$ cat src/rtl/decode_queue_pkg.sv
// Shared types and instruction-field helpers for the decode queue.
// Field extraction and branch/jump target arithmetic live here so every user decodes the same way.
package decode_queue_pkg;

    typedef struct packed {
        logic [31:0] pc;
        logic [31:0] inst;
        logic        exc;
        logic        exc_miss;
        logic [4:0]  exccode;
    } q_entry_t;

    function automatic logic [4:0] get_rs(input logic [31:0] inst);
        return inst[25:21];
    endfunction

    function automatic logic [4:0] get_rt(input logic [31:0] inst);
        return inst[20:16];
    endfunction

    function automatic logic [15:0] get_imm(input logic [31:0] inst);
        return inst[15:0];
    endfunction

    function automatic logic [25:0] get_index(input logic [31:0] inst);
        return inst[25:0];
    endfunction

    function automatic logic [31:0] branch_target(input logic [31:0] pc, input logic [31:0] inst);
        logic [15:0] imm;
        imm = get_imm(inst);
        return pc + 32'd4 + {{14{imm[15]}}, imm, 2'b00};
    endfunction

    function automatic logic [31:0] jump_target(input logic [31:0] pc, input logic [31:0] inst);
        logic [31:0] pc_plus4;
        pc_plus4 = pc + 32'd4;
        return {pc_plus4[31:28], get_index(inst), 2'b00};
    endfunction

endpackage

$ cat src/rtl/decode_queue_fwd_select.sv
// Per-operand forwarding mux: the lowest-index matching channel wins and stalls if its result is not ready.
// Register 0 never matches, so a zero destination address means "no write".
module fwd_select #(
    parameter int NFWD = 2
) (
    input  logic [4:0]         raddr,
    input  logic [31:0]        rf_rdata,
    input  logic [5*NFWD-1:0]  fwd_addr,
    input  logic [32*NFWD-1:0] fwd_data,
    input  logic [NFWD-1:0]    fwd_ok,
    output logic [31:0]        data,
    output logic               stall
);

    logic [NFWD-1:0] w_hit;

    for (genvar gi = 0; gi < NFWD; gi++) begin : g_hit
        assign w_hit[gi] = (raddr != 5'd0) && (raddr == fwd_addr[gi*5 +: 5]);
    end

    // Walk from lowest priority upward so the youngest producer overwrites older ones.
    always_comb begin
        data  = rf_rdata;
        stall = 1'b0;
        for (int k = NFWD - 1; k >= 0; k--) begin
            if (w_hit[k]) begin
                data  = fwd_data[k*32 +: 32];
                stall = !fwd_ok[k];
            end
        end
    end

endmodule

$ cat src/rtl/decode_queue.sv
// Circular decode queue: buffers fetched instructions, resolves head operands through forwarding,
// and registers the decoded result toward execute.
module decode_queue
    import decode_queue_pkg::*;
#(
    parameter int DEPTH = 4,
    parameter int NFWD  = 2
) (
    input  logic                       clk,
    input  logic                       resetn,
    input  logic                       in_valid,
    output logic                       in_ready,
    input  logic [31:0]                in_pc,
    input  logic [31:0]                in_inst,
    input  logic                       in_exc,
    input  logic                       in_exc_miss,
    input  logic [4:0]                 in_exccode,
    input  logic                       flush_i,
    output logic [4:0]                 rf_raddr1,
    output logic [4:0]                 rf_raddr2,
    input  logic [31:0]                rf_rdata1,
    input  logic [31:0]                rf_rdata2,
    input  logic [5*NFWD-1:0]          fwd_addr,
    input  logic [32*NFWD-1:0]         fwd_data,
    input  logic [NFWD-1:0]            fwd_ok,
    output logic                       out_valid,
    input  logic                       out_ready,
    output logic [31:0]                out_pc,
    output logic [31:0]                out_inst,
    output logic [31:0]                out_rdata1,
    output logic [31:0]                out_rdata2,
    output logic [31:0]                out_pc_j,
    output logic [31:0]                out_pc_b,
    output logic                       out_exc,
    output logic                       out_exc_miss,
    output logic [4:0]                 out_exccode,
    output logic [$clog2(DEPTH+1)-1:0] count,
    output logic [31:0]                perfcnt_fwd_stall,
    output logic [31:0]                perfcnt_empty
);

    localparam int PW = $clog2(DEPTH);
    localparam int CW = $clog2(DEPTH + 1);

    q_entry_t      r_mem [DEPTH];
    logic [PW-1:0] r_head;
    logic [PW-1:0] r_tail;
    logic [CW-1:0] r_count;
    logic          r_out_valid;
    q_entry_t      r_out;
    logic [31:0]   r_out_rdata1, r_out_rdata2, r_out_pc_j, r_out_pc_b;
    logic [31:0]   r_perf_stall, r_perf_empty;

    q_entry_t    w_head;
    logic        w_empty, w_load, w_push, w_pop, w_stall_head;
    logic        w_stall1, w_stall2;
    logic [31:0] w_data1, w_data2;

    assign w_head    = r_mem[r_head];
    assign w_empty   = (r_count == '0);
    assign in_ready  = (r_count != CW'(DEPTH));
    assign rf_raddr1 = w_empty ? 5'd0 : get_rs(w_head.inst);
    assign rf_raddr2 = w_empty ? 5'd0 : get_rt(w_head.inst);

    fwd_select #(.NFWD(NFWD)) u_fwd_rs (
        .raddr    (rf_raddr1),
        .rf_rdata (rf_rdata1),
        .fwd_addr (fwd_addr),
        .fwd_data (fwd_data),
        .fwd_ok   (fwd_ok),
        .data     (w_data1),
        .stall    (w_stall1)
    );

    fwd_select #(.NFWD(NFWD)) u_fwd_rt (
        .raddr    (rf_raddr2),
        .rf_rdata (rf_rdata2),
        .fwd_addr (fwd_addr),
        .fwd_data (fwd_data),
        .fwd_ok   (fwd_ok),
        .data     (w_data2),
        .stall    (w_stall2)
    );

    // Faulting entries carry no meaningful operands, so they are never held for forwarding.
    assign w_stall_head = (w_stall1 || w_stall2) && !w_head.exc;
    assign w_load       = !r_out_valid || out_ready;
    assign w_push       = in_valid && in_ready && !flush_i;
    assign w_pop        = w_load && !w_empty && !w_stall_head && !flush_i;

    always_ff @(posedge clk) begin
        if (w_push) begin
            r_mem[r_tail] <= '{pc: in_pc, inst: in_inst, exc: in_exc,
                               exc_miss: in_exc_miss, exccode: in_exccode};
        end
    end

    always_ff @(posedge clk) begin
        if (!resetn) begin
            r_head       <= '0;
            r_tail       <= '0;
            r_count      <= '0;
            r_out_valid  <= 1'b0;
            r_out        <= '0;
            r_out_rdata1 <= '0;
            r_out_rdata2 <= '0;
            r_out_pc_j   <= '0;
            r_out_pc_b   <= '0;
            r_perf_stall <= '0;
            r_perf_empty <= '0;
        end else begin
            if (flush_i) begin
                r_head      <= '0;
                r_tail      <= '0;
                r_count     <= '0;
                r_out_valid <= 1'b0;
            end else begin
                if (w_push) r_tail <= r_tail + PW'(1);
                if (w_pop)  r_head <= r_head + PW'(1);
                r_count <= r_count + CW'(w_push) - CW'(w_pop);
                if (w_load) r_out_valid <= w_pop;
            end
            if (w_pop) begin
                r_out        <= w_head;
                r_out_rdata1 <= w_data1;
                r_out_rdata2 <= w_data2;
                r_out_pc_b   <= branch_target(w_head.pc, w_head.inst);
                r_out_pc_j   <= jump_target(w_head.pc, w_head.inst);
            end
            if (!w_empty && w_load && w_stall_head) r_perf_stall <= r_perf_stall + 32'd1;
            if (w_empty && w_load)                  r_perf_empty <= r_perf_empty + 32'd1;
        end
    end

    assign count             = r_count;
    assign out_valid         = r_out_valid;
    assign out_pc            = r_out.pc;
    assign out_inst          = r_out.inst;
    assign out_exc           = r_out.exc;
    assign out_exc_miss      = r_out.exc_miss;
    assign out_exccode       = r_out.exccode;
    assign out_rdata1        = r_out_rdata1;
    assign out_rdata2        = r_out_rdata2;
    assign out_pc_j          = r_out_pc_j;
    assign out_pc_b          = r_out_pc_b;
    assign perfcnt_fwd_stall = r_perf_stall;
    assign perfcnt_empty     = r_perf_empty;

endmodule

$ cat config.mk
export PLATFORM = sky130hd
export DESIGN_NAME = decode_queue
export DESIGN_NICKNAME = d
export VERILOG_FILES = /design/src/rtl/decode_queue_pkg.sv /design/src/rtl/decode_queue_fwd_select.sv /design/src/rtl/decode_queue.sv
export SDC_FILE = /design/constraint.sdc
export NUM_CORES = 1
export LEC_CHECK = 0
export BUFFER_PORTS_ARGS = -buffer_cell sky130_fd_sc_hd__buf_2
export CAP_MARGIN = 0
export CORE_UTILIZATION = 55
export CTS_CLUSTER_SIZE = 14
export DETAILED_ROUTE_END_ITERATION = 16
export PLACE_DENSITY_LB_ADDON = 0.25
export SYNTH_ARGS = -nofsm -noshare
export SYNTH_HDL_FRONTEND = slang
export SYNTH_HIERARCHICAL = 1
export SYNTH_SLANG_ARGS = --single-unit
$ cat constraint.sdc
create_clock -name clk -period 13.9 [get_ports clk]
set_clock_uncertainty 0.1 [all_clocks]
set_input_delay 2.085 -clock clk [delete_from_list [all_inputs] [get_ports clk]]
set_output_delay 2.085 -clock clk [all_outputs]
set_load 0.01 [all_outputs]
Word level (Yosys, flattened, before mapping)
Memories as Yosys holds them, arrays and structs flattened. A register that Yosys moved wholly into a read port is not among the register bits.
Index checks and enable logic that the tools add are counted.

storage, ports and cells
  input bits = 216
  output and inout bits = 278
  memories kept = 1
  register bits = 269
  word-level logic and storage cells = 69
  bits in writable memories = 284

operators by class
  equality and inequality tests = 5
  $add $sub $neg = 8
  bitwise gates (word level) = 1
  reductions and logical operators = 25
  muxes and demuxes = 14

memory list
  name   words  bits a word  rd ports  clocked after Yosys merged registers in  write ports  RTL line            text
  r_mem  4      71           1         1                                        1            decode_queue.sv:45  q_entry_t r_mem [DEPTH];

operators by type and width
  operator                                                         number
  32-bit 2-to-1 mux                                                4
  32-bit by 1-bit adder with 32-bit output, second input constant  2
  32-bit by 3-bit adder with 32-bit output, second input constant  1
  32-bit adder                                                     1
  5-bit equality test                                              4
  1-bit logical AND                                                12
  5-bit 2-to-1 mux                                                 2
  5-bit nonzero test                                               2
  1-bit logical NOT                                                7
  1-bit 2-to-1 mux                                                 6
  2-bit by 1-bit adder with 2-bit output, second input constant    2
  2-bit 2-to-1 mux                                                 2
  3-bit by 1-bit adder with 3-bit output                           1
  3-bit logical NOT                                                1
  3-bit inequality test, second input constant                     1
  3-bit by 1-bit subtractor with 3-bit output                      1
  1-bit logical OR                                                 2
  2-bit OR reduction                                               1
  1-bit NOT                                                        1

Depth between registers and ports, before layout
  depth in word-level cells = 13
  gate-level depth with buffers = 27
  gate-level depth less buffers = 19

Cells and area by module
The synthesis kept the hierarchy.

by module, submodules not included
  module        area each (um^2)  instances  cells each  sequential area each (um^2)
  decode_queue  22,083.7          1          1,801       13,392.8
  fwd_select    970.9             2          171         0.0

Worst setup path before layout
No wires, ideal clock.

  path type = register -> register
  from = reg with a tool-made name
  to = reg r_count[2], in the netlist count[2]
  path buffers = 7
  cell stages (with the launch flop) = 27
  data required time = 13.674 ns
  slack = 7.931 ns
  arrival = 5.743 ns
  clock period less this slack = 5.969 ns
  library setup time = 0.126 ns
  cell sequence = dfxtp_1 > buf_6 > buf_6 > buf_2 > buf_1 > mux4_2 > nor2b_1 > or4_4 > o211a_1 > clkbuf_1 > o211ai_1 > o22ai_1 > nor2_1 > nor2_1 > nor2_1 > nand2_1 > inv_1 > clkbuf_1 > clkbuf_1 > ha_1 > inv_1 > ha_1 > inv_1 > fa_1 > xor2_1 > xnor2_1 > nor2_1

RTL lines
  what                    RTL line             text
  end signal: assignment  decode_queue.sv:120  r_count <= r_count + CW'(w_push) - CW'(w_pop);
  end: declaration        decode_queue.sv:48   logic [CW-1:0] r_count;

==> results.txt <==
- The flow ran to the end, and the final reports show no timing, DRC or antenna violations.
- The number of global-route vias before repair was roughly 18000.
- EDFF count, synth: around 280
- Synthesis warning total: 6
- Latest clock arrival within the worst-skew pair: 0.62 ns
- Max_slew headroom: 20.9%
* Maximum fanout along the worst path: 89
* Tightest hold margin: 0.359 ns
- Slew at the pin closest to its max-slew limit: 1.18 ns
- Iteration-0 DRC count of the detailed router: about 1600
* Detailed Route WL: 71300 um
- Of the available clock period, the critical path in the final layout requires 46.7%.
- Min-delay src: out_pc_b[6]
* CTS hold repair buffers: 0
- The region available for standard cell placement spans 43100 sq um.
- Count of distinct cell types in the synthesized netlist: between 60 and 70
* GRT overflow: 0
- Traced cell by cell, the critical path runs through mux4_2, nor2b_1, or4_4, o211ai_2, buf_4, or2_1, o22ai_1, nor2_1, nor2_1, nor2_1, nand2_4, inv_6, ha_1, inv_1, ha_1, inv_1, fa_1, xor2_1, xnor2_1, nor2_1.
- For the final routed database, the setup TNS stands at 0 ns.
- Across every metal layer, demand over resource in global routing totals 31.4%.
* DP Wirelength: just under 50000 um
- Most numerous cell in the Yosys netlist: sky130_fd_sc_hd__nand2_1
* Synth Area per Inst: between 10 and 15 sq um
- Largest stage delay on the critical path: 0.89 ns
- In the synthesized netlist the async set-or-reset flop fraction comes to 0%.
* Setup repair after global routing missed its margin: no
- Entering global routing, the biggest net connects around 140 pins.
* Number of hold violations in the final report: 0
* Leading post-synthesis cells by cell area: sky130_fd_sc_hd__edfxtp_1 35%, sky130_fd_sc_hd__dfxtp_1 20%, sky130_fd_sc_hd__mux4_2 6.7%
- Required time of the critical path: 14.28 ns
- The tree is rooted in a sky130_fd_sc_hd__clkbuf_16.
- Largest area contributor in the netlist: sky130_fd_sc_hd__edfxtp_1
- The detail route stage leaves a number of antenna-violating nets equal to 0.
- The total count of max-transition violations in the final report is 0.
- Most frequent cells after synthesis: 362 x sky130_fd_sc_hd__nand2_1, 284 x sky130_fd_sc_hd__edfxtp_1, 243 x sky130_fd_sc_hd__dfxtp_1
- The clock passes through at most 3 buffers.
- Critical path startpoint category: flop
- The tree built by TritonCTS fans out to 527 sinks.
- The area growth from synthesis to layout is 18.1%.
- The number of gates resized after CTS was 0.
* Post-CTS Setup Repair Bufs: 0
- Crit Path Class: reg2reg
- Sequential fraction of the synthesis area: 55.7%
* Area of the die: 44500 sq um
* Post-CTS clock slew at the launch and capture registers of the worst setup and hold paths: approximately 0.06 ns
* Count of input and output buffers: 491
- The congestion estimate from routability-driven global placement came to between 0.9 and 1.
* DRC errors left: 0
- H-tree lvl count: 2
* Routed length per placed instance: 22.4 um
* Via density per instance: ~5.8
* Classification of the worst-slack hold path: reg2reg
* Antenna violations before repair: 12
* Via total after detailed routing: 18600
- Dividing total power by cell area gives a power density of 126 nW/um^2.
* CP Data Arrival Time: between 6 and 7 ns
* # Max-Cap Violations: 0
- First-pass GRT wire length: 106000 um
- Number of buffer and inverter instances along the worst setup path: 4
- The floorplan step set the die height to 211 um.
- The cell area that synthesis handed to floorplanning was 24000 sq um.
- Maximum vdd ir drop: 0.000109 V
- Initial core utilization: a little under three fifths
- Type of destination of the critical path: flop
* Leakage Power: roughly 0.011 uW
- TritonCTS created 53 clock buffers.
* Horizontal die dimension: about 210 um
- Setup violations remaining at the end of the flow were counted as 0.
- Fraction of final layout cells with drive strength greater than 1: 26.5%
- After synthesis the netlist holds a flip-flop and latch count of between 500 and 600.
- The floorplan has 76 rows.
* CTS tree: done
- The first detailed-routing pass ran for 6 iterations.
* I/O pin total: about 490
- Min Clock Period, post-route: 6.49 ns
* Most frequently used flop master after synthesis: sky130_fd_sc_hd__edfxtp_1
- After the last flow step, the layout net total stands at 2812.
- Crit path top cell by count: sky130_fd_sc_hd__nor2_1
- The top cell type by area accounts for between 30% and 40% of the synthesized area.
- Peak Freq: 0.154 GHz
* Synth Instances: 2143
- Critical path's top delay family: simple AND/OR/NAND/NOR gates
* Slowest cell on the critical path: sky130_fd_sc_hd__dfxtp_4
==> routing by layer <==
metal | up-vias | track usage, % | part of all wire, %
li1 | 8568 | - | -
met1 | 9075 | 41.1 | 41
met2 | 752 | 50.8 | 47
met3 | 175 | 5.59 | 7.2
met4 | 6 | 14.9 | 4.6
met5 | - | 0 | 0.048
==> cells in the final DEF (no fill, tap or decap), types with 71 or more instances in the layout <==
master	Yosys	layout
sky130_fd_sc_hd__xnor2_1	80	80
sky130_fd_sc_hd__nand3_1	108	108
sky130_fd_sc_hd__nand2_1	362	361
sky130_fd_sc_hd__mux4_2	71	71
sky130_fd_sc_hd__edfxtp_1	284	284
sky130_fd_sc_hd__a21boi_0	153	153
sky130_fd_sc_hd__nor3_1	76	73
sky130_fd_sc_hd__o21ai_0	107	107
sky130_fd_sc_hd__dfxtp_1	243	241
sky130_fd_sc_hd__buf_2	12	490
==> path summary, 6_finish.rpt <==
path	end	slack, ns	cells past startpoint
hold reg to reg	out_pc_b[6]	0.36	2
hold / removal	out_pc_b[6]	0.36	2
setup / recovery	count[2]	7.41	20
setup reg to reg	count[2]	7.41	20
==> kinds of logic (layout without fill, tap and decap cells) <==
kind of cell / after synthesis / after routing / synth area share, %
compound gates: 416 / 416 / 11.5
xor+xnor: 126 / 126 / 4.59
fa+ha+maj: 46 / 46 / 2.46
buf+inv: 181 / 630 / 3.69
flops: 527 / 527 / 55.7
mux: 72 / 72 / 6.70
other cells: 1 / 12 / 0.0156
simple gates: 774 / 774 / 15.3
==> stage by stage <==
step	util, %	instances	setup slack (ns)	total power (uW)	instance area, sq um
after CTS	65.8	3178	7.32	3600	28400
after floorplan	-	2144	7.93	2020	24000
after global placement	61.8	3080	7.44	2180	26600
final	65.9	3188	7.41	3580	28400
after detailed placement	61.8	3080	7.34	2190	26600
after global routing	65.9	3186	6.87	3710	28400
==> power breakdown <==
group / internal (uW) / switching [uW] / total [uW]
clock network: 810 / 610 / 1420
registers: 1690 / 30.4 / 1720
logic: 163 / 283 / 446
==> sequential cells by signal (all words and copies together) (netlist names), 2 cells and up, named ones only <==
name / cells
r_mem: 284
out_pc_b: 30
r_head: 2
out_rdata1: 32
out_pc_j: 4
out_rdata2: 32
r_tail: 2
perfcnt_fwd_stall: 32
perfcnt_empty: 32
out_inst: 32
out_pc: 32
count: 3
out_exccode: 5
==> tightest hold or removal path: cells and delay by family, from the launching register on <==
family           cells  cell delay, ns
AND/OR/NAND/NOR      1            0.04
flip-flops           1            0.31
AO/OA/AOI/OAI        1            0.06
==> area by class of cell <==
type                            count  area, sq um
Tap cell                          585          732
Inverter                           20         80.1
Timing Repair Buffer              512         2620
Fill cell                        3319        14700
Sequential cell                   527        13400
Clock buffer                       73         1490
Antenna cell                       10         25.0
Multi-Input combinational cell   1436         9780
Clock inverter                     25          250
(Power assumes the default switching activity.)
